`config.mk`:
```
export PLATFORM = sky130hd
export DESIGN_NAME = sumador_restador_iter
export DESIGN_NICKNAME = d
export VERILOG_FILES = /design/src/rtl/sumador_restador_iter.sv
export SDC_FILE = /design/constraint.sdc
export NUM_CORES = 1
export LEC_CHECK = 0
export CORE_MARGIN = 2
export CORE_UTILIZATION = 53
export DETAILED_ROUTE_END_ITERATION = 7
export GPL_TIMING_DRIVEN = 1
export PLACE_DENSITY = 0.89
export SYNTH_ARGS = -nofsm -noshare
export SYNTH_HDL_FRONTEND = slang
export SYNTH_SLANG_ARGS = --single-unit
```
`constraint.sdc`:
```
create_clock -name clk_i -period 2.8 [get_ports clk_i]
set_clock_uncertainty 0.15 [all_clocks]
set_input_delay 0.7 -clock clk_i [delete_from_list [all_inputs] [get_ports clk_i]]
set_output_delay 0.7 -clock clk_i [all_outputs]
set_load 0.05 [all_outputs]
```
`src/rtl/sumador_restador_iter.sv`:
```
// sumador_restador_iter: multi-cycle adder/subtractor with signed/unsigned
// set-less-than. The operands are consumed CHUNK bits per clock through a
// narrow carry-propagate slice, LSB chunk first. The result and flags are
// registered when the last chunk has been added.
//
// Handshake: start_i is accepted only while idle (state_o == IDLE). op_i, a_i
// and b_i are sampled on that same edge and ignored afterwards. busy_o is high
// for the WIDTH/CHUNK cycles of the computation. done_o then pulses for exactly
// one cycle, while result_o and the flags are valid. Those outputs hold their
// values until the end of the next accepted operation. start_i is ignored
// while busy_o or done_o is high.
module sumador_restador_iter #(
   parameter int WIDTH = 32,
   parameter int CHUNK = 8
) (
   input  logic             clk_i,
   input  logic             rst_ni,
   input  logic             start_i,
   input  logic [1:0]       op_i,
   input  logic [WIDTH-1:0] a_i,
   input  logic [WIDTH-1:0] b_i,
   output logic             busy_o,
   output logic             done_o,
   output logic [WIDTH-1:0] result_o,
   output logic             cout_o,
   output logic             zero_o,
   output logic             neg_o,
   output logic             ovf_o,
   output logic [1:0]       state_o
);

   localparam int NCH = WIDTH / CHUNK;
   localparam int CW  = (NCH > 1) ? $clog2(NCH) : 1;
   localparam logic [CW-1:0] LAST = CW'(NCH - 1);

   localparam logic [1:0] OP_ADD  = 2'b00;
   localparam logic [1:0] OP_SLT  = 2'b10;
   localparam logic [1:0] OP_SLTU = 2'b11;

   generate
      if ((CHUNK < 1) || ((WIDTH % CHUNK) != 0)) begin : g_bad_chunk
         $error("sumador_restador_iter: WIDTH must be a multiple of CHUNK");
      end
   endgenerate

   typedef enum logic [1:0] {
      S_IDLE = 2'd0,
      S_RUN  = 2'd1,
      S_DONE = 2'd2
   } state_t;

   state_t state_q, state_d;

   logic [WIDTH-1:0] a_q;       // operand A, shifted right one chunk per cycle
   logic [WIDTH-1:0] b_q;       // operand B' (B or ~B), shifted likewise
   logic [WIDTH-1:0] sum_q;     // partial sum, filled from the top down
   logic             carry_q;   // carry into the next chunk
   logic [CW-1:0]    cnt_q;     // index of the chunk being processed
   logic [1:0]       op_q;
   logic             a_msb_q;   // original MSBs, needed for overflow at the end
   logic             b_msb_q;

   logic [WIDTH-1:0] b_prime;
   logic             cin;
   logic [CHUNK:0]   chunk_add;
   logic [WIDTH-1:0] sum_next;
   logic             ovf_next;
   logic [WIDTH-1:0] res_next;

   assign state_o = state_q;

   // Operand conditioning: every mode except ADD computes A + ~B + 1.
   always_comb begin
      b_prime = (op_i == OP_ADD) ? b_i : ~b_i;
      cin     = (op_i != OP_ADD);
   end

   // One chunk of carry-propagate addition; the new chunk enters the sum
   // register at the top so that after NCH shifts it sits at its own position.
   always_comb begin
      chunk_add = {1'b0, a_q[CHUNK-1:0]} + {1'b0, b_q[CHUNK-1:0]}
                + {{CHUNK{1'b0}}, carry_q};
      sum_next  = (sum_q >> CHUNK)
                | (WIDTH'(chunk_add[CHUNK-1:0]) << (WIDTH - CHUNK));
   end

   // Final result selection, only meaningful on the last RUN cycle.
   always_comb begin
      ovf_next = (a_msb_q == b_msb_q) && (sum_next[WIDTH-1] != a_msb_q);
      res_next = sum_next;
      if (op_q == OP_SLT) begin
         res_next    = '0;
         res_next[0] = sum_next[WIDTH-1] ^ ovf_next;
      end else if (op_q == OP_SLTU) begin
         res_next    = '0;
         res_next[0] = ~chunk_add[CHUNK];
      end
   end

   // State register.
   always_ff @(posedge clk_i or negedge rst_ni) begin
      if (!rst_ni) begin
         state_q <= S_IDLE;
      end else begin
         state_q <= state_d;
      end
   end

   // Next-state and status outputs.
   always_comb begin
      state_d = state_q;
      busy_o  = 1'b0;
      done_o  = 1'b0;
      case (state_q)
         S_IDLE: begin
            if (start_i) state_d = S_RUN;
         end
         S_RUN: begin
            busy_o = 1'b1;
            if (cnt_q == LAST) state_d = S_DONE;
         end
         S_DONE: begin
            done_o  = 1'b1;
            state_d = S_IDLE;
         end
         default: state_d = S_IDLE;
      endcase
   end

   // Operand capture, chunk iteration and result/flag registers.
   always_ff @(posedge clk_i or negedge rst_ni) begin
      if (!rst_ni) begin
         a_q      <= '0;
         b_q      <= '0;
         sum_q    <= '0;
         carry_q  <= 1'b0;
         cnt_q    <= '0;
         op_q     <= 2'b00;
         a_msb_q  <= 1'b0;
         b_msb_q  <= 1'b0;
         result_o <= '0;
         cout_o   <= 1'b0;
         zero_o   <= 1'b0;
         neg_o    <= 1'b0;
         ovf_o    <= 1'b0;
      end else if (state_q == S_IDLE) begin
         if (start_i) begin
            a_q     <= a_i;
            b_q     <= b_prime;
            carry_q <= cin;
            cnt_q   <= '0;
            op_q    <= op_i;
            a_msb_q <= a_i[WIDTH-1];
            b_msb_q <= b_prime[WIDTH-1];
         end
      end else if (state_q == S_RUN) begin
         a_q     <= a_q >> CHUNK;
         b_q     <= b_q >> CHUNK;
         carry_q <= chunk_add[CHUNK];
         sum_q   <= sum_next;
         cnt_q   <= cnt_q + 1'b1;
         if (cnt_q == LAST) begin
            result_o <= res_next;
            cout_o   <= chunk_add[CHUNK];
            ovf_o    <= ovf_next;
            zero_o   <= (res_next == '0);
            neg_o    <= res_next[WIDTH-1];
         end
      end
   end

endmodule

```
# Word level (Yosys, flattened, before mapping)
# Cells that the tools add are included.
[op_classes]
reduce_logical = 11
shifts = 0
mux = 20
n_div = 0
eq_ne = 9
n_addsub = 3
n_lt_le_gt_ge = 0
bitwise = 5
mul = 0
[ops]
columns = ["cell", "count"]
rows = [
  ["$mux 32", 9],
  ["$logic_not 32->1", 1],
  ["$not 32->32", 1],
  ["$or 24x32->32", 1],
  ["$mux 2", 5],
  ["$add 8x8->9", 1],
  ["$add 9x1->9", 1],
  ["$eq 2x2->1 const B", 4],
  ["$reduce_and 2->1", 4],
  ["$mux 1", 5],
  ["$logic_not 2->1", 2],
  ["$ne 2x2->1 const B", 2],
  ["$pmux 2 s2", 1],
  ["$reduce_bool 2->1", 2],
  ["$reduce_and 3->1", 1],
  ["$add 2x1->2 const B", 1],
  ["$eq 2x1->1 const B", 1],
  ["$not 1->1", 2],
  ["$eq 1x1->1", 1],
  ["$logic_and 1x1->1", 1],
  ["$ne 1x1->1", 1],
  ["$xor 1x1->1", 1],
]
[word_totals]
output_inout_bits = 40
ramBits = 0
ff_bits = 141
romBits = 0
mem_count = 0
elab_cells = 62
latchBits = 0
input_bits = 69

# Depth between registers and ports, before layout
# Gate-level depths: netlist of run 1.
[depth]
depth_word = 8
mapped_depth = 9
depth_no_buf = 9

# Worst setup path before layout of run 1
# No wires, ideal clock.
[synth_timing]
path_kind = "register -> output"
from = "register state_q[1], in the netlist state_o[1]"
to = "output port done_o"
path_buffers = 1
path_slack_ns = 0.220
stages_incl_launch_ff = 4
required_ns = 1.950
arrival_ns = 1.730
cell_sequence = "dfrtp_1 inv_2 clkbuf_1 nor2_1"
[synth_via]
elab_chain_cells = 2
[synth_rtl]
columns = ["item", "line", "text"]
rows = [
  ["from (decl)", "52", "state_t state_q, state_d;"],
  ["from (signal assigned)", "105", "state_q <= state_d;"],
  ["$eq 2x2->1", "114", "case (state_q)"],
  ["$mux 1", "114", ""],
  ["to (decl)", "23", "output logic done_o,"],
]
# Every way passes these cells.

# Worst setup path after layout of run 1
[layout_timing]
from = "register state_q[1], in the netlist state_o[1]"
to = "output port state_o[1]"
[layout_lines]
columns = ["item", "line", "text"]
rows = [
  ["to (decl)", "29", "output logic [1:0] state_o"],
]
# No word-level cell between the ends.

==> out/metrics.cfg, run 1 <==
[run_status]
run_status=completed

[sta]
finalSetupTns_ns=0
slew_headroom=0.568
min_period_ns=2.62
min_period_over_period=0.935
slew_violations=0
fmax_mhz=382
rsz0062_at_grt=false
tightestPinTransition_ns=0.648
fin_ws_ns=0.183
hold_violations=0
setup_viol=0

[floorplanning]
dieArea_um2=12700
dieWidth_um=112
num_rows=39
initial_utilization=0.544
die_height_um=112
ios=109
core-area_um2=11500

[synth]
ys_ff_latch=132
async_reset_ff_frac=1.00
synth_cell_type_count=51
ys_seq_area_frac=0.530
yosysMostFrequentCell=nand2_1
synth_area_per_cell_um2=9.30
synth-edff-count=0
synthesis.area_um2=6240
syn_nets=750
yosys_most_used_dff=dfrtp_1
synth_area_leaders=dfrtp_1 53%, nand2_1 12%, o21ai_0 5.9%, mux2i_1 4.0%, xnor2_1 2.9%
synth_warnings=0
synth_top_cells_by_count=202 x nand2_1, 132 x dfrtp_1, 73 x o21ai_0
synth_top_area_cell=dfrtp_1
syn_inst=671
yosys.area.top_type_share=0.530

[grt]
globalRouteTotalUtil=0.258
grt_pass1_vias=5360
grt.overflow.total=0
grt_pass1_wl_um=26000
grt_max_degree=65
antenna_found_initial=0

[worst_setup_path]
startpoint_type=flip-flop
critical_path_class=reg2out
crit_chain=clkdlybuf4s50_1
crit_family=buffers and inverters
cp_data_arrival_time_ns=1.77
crit_start=state_o[1]
r2r_cells=9
cpPeakStageDelay_ns=0.88
worstReg2RegStart=a_q[0]
crit_required_ns=1.95
crit_path_max_fanout=4
cpMaxStageDelayCell=clkdlybuf4s50_1
critPathCaptureType=output port
crit_buf_inv=1
reg2reg_to=zero_o
rrSetupSlack_ns=0.20

[clock_tree]
post_cts_buffers=0
cts-buffers-inserted=17
root_buffer=clkbuf_16
cts_tree=built
hold_buffers=0
cts.repair.resized=0
path_clk_slew_ns=0.06
cts.path.max_buffers=2
clkLatencyLatePin_ns=0.42
cts_sinks=132
cts.htree.levels=4

[power]
power_mw=11.3
leakage_nw=3.64
peakVddDrop_v=0.000821
power_density_nw_per_um2=1390

[route]
antenna_left=0
vias=5204
detail_route.first_pass.iterations=7
wl_per_cell_um=16.7
drc=0
wl_um=15500
avgViaCountPerCell=5.60
drt_iter0_markers=363

[cells_and_area]
final_cell_area_um2=8120
num-nets-final=853
drive_gt1_frac=0.0840
fin_cells=929
areaGrowthSynthToFinish_pct=30.2
antenna_cells=0

[placed_design]
place_ws_ns=0.211
dp_cells=898
placed_area_um2=7500
portBuffers=108
dp_hpwl_um=10700
gp_congestion=0.932

[run]
drv_cap=0

[min_path]
holdCritPathClass=in2async

[placed cells by master (no fill, tap or decap), types with 5 or more instances in the layout]
cell / count
xor2_1: 15
o21ai_0: 73
dfrtp_1: 132
o31ai_1: 5
nor2_1: 25
inv_1: 5
nand2_1: 200
xnor2_1: 21
o22ai_1: 16
clkdlybuf4s50_1: 105
mux2i_1: 25
a21oi_1: 22
nand3_1: 14
a31oi_1: 9
clkbuf_16: 17
nand2b_1: 7
nor3_1: 5
ha_1: 8
buf_4: 15
[area by class of cell]
cell class,count,area (um^2)
timing repair buffer,124,1240
tap,143,179
sequential,132,3300
fill,827,3350
inverter,8,30.0
clock buffer,19,443
multi-input combinational,491,2740
clock inverter,12,181
[report_power, final]
| part | total [mW] | switching, mW | leakage, nW | internal, mW |
|---|---|---|---|---|
| sequential | 3.53 | 0.714 | 1.66 | 2.82 |
| clock | 2.34 | 0.831 | 0.291 | 1.51 |
| combinational | 5.46 | 3.46 | 1.68 | 2.00 |
| total | 11.3 | 5.00 | 3.64 | 6.33 |
[through the flow]
stage,hold WS (ns),utilization
global route,0.213,0.708
floorplan,0.254,-
global placement,0.310,0.654
detailed placement,0.319,0.654
finish,0.160,0.708
CTS,0.181,0.708
[routing by layer]
metal,GRT usage,up-vias,part of all wire
li1,-,2470,-
met1,0.316,2486,0.41
met2,0.445,213,0.51
met3,0.0632,35,0.059
met4,0.0935,0,0.023
met5,0,-,0
[cells by family after synthesis]
| family | count (synthesis) | share of synthesized area |
|---|---|---|
| AO/OA/AOI/OAI | 149 | 0.142 |
| buffers and inverters | 48 | 0.0337 |
| adder cells (fa/ha/maj) | 10 | 0.0225 |
| XOR/XNOR | 37 | 0.0532 |
| multiplexers | 26 | 0.0419 |
| flip-flops | 132 | 0.530 |
| AND/OR/NAND/NOR | 269 | 0.177 |
[state kept, by name (all words and copies together) (netlist names), 2 cells and up]
signal,cells
a_q,32
sum_q,24
cnt_q,2
state_o,2
result_o,32
op_q,2
b_q,32
[worst max path at each step]
stage / cells past startpoint / endpoint
5_1_grt: 9 / zero_o
3_5_place_dp: 9 / zero_o
6_report: 1 / state_o[1]
3_3_place_gp: 9 / zero_o
4_1_cts: 1 / state_o[1]
2_1_floorplan: 3 / done_o
Note: power is estimated with default switching activity, not from simulation.
==> inputs of run 2 (changes only) <==
Settings changed: ABC_CLOCK_PERIOD_IN_PS set to 2800.
==> results of run 2 <==
The final DEF is identical to that of run 1; final timing and power are the same.
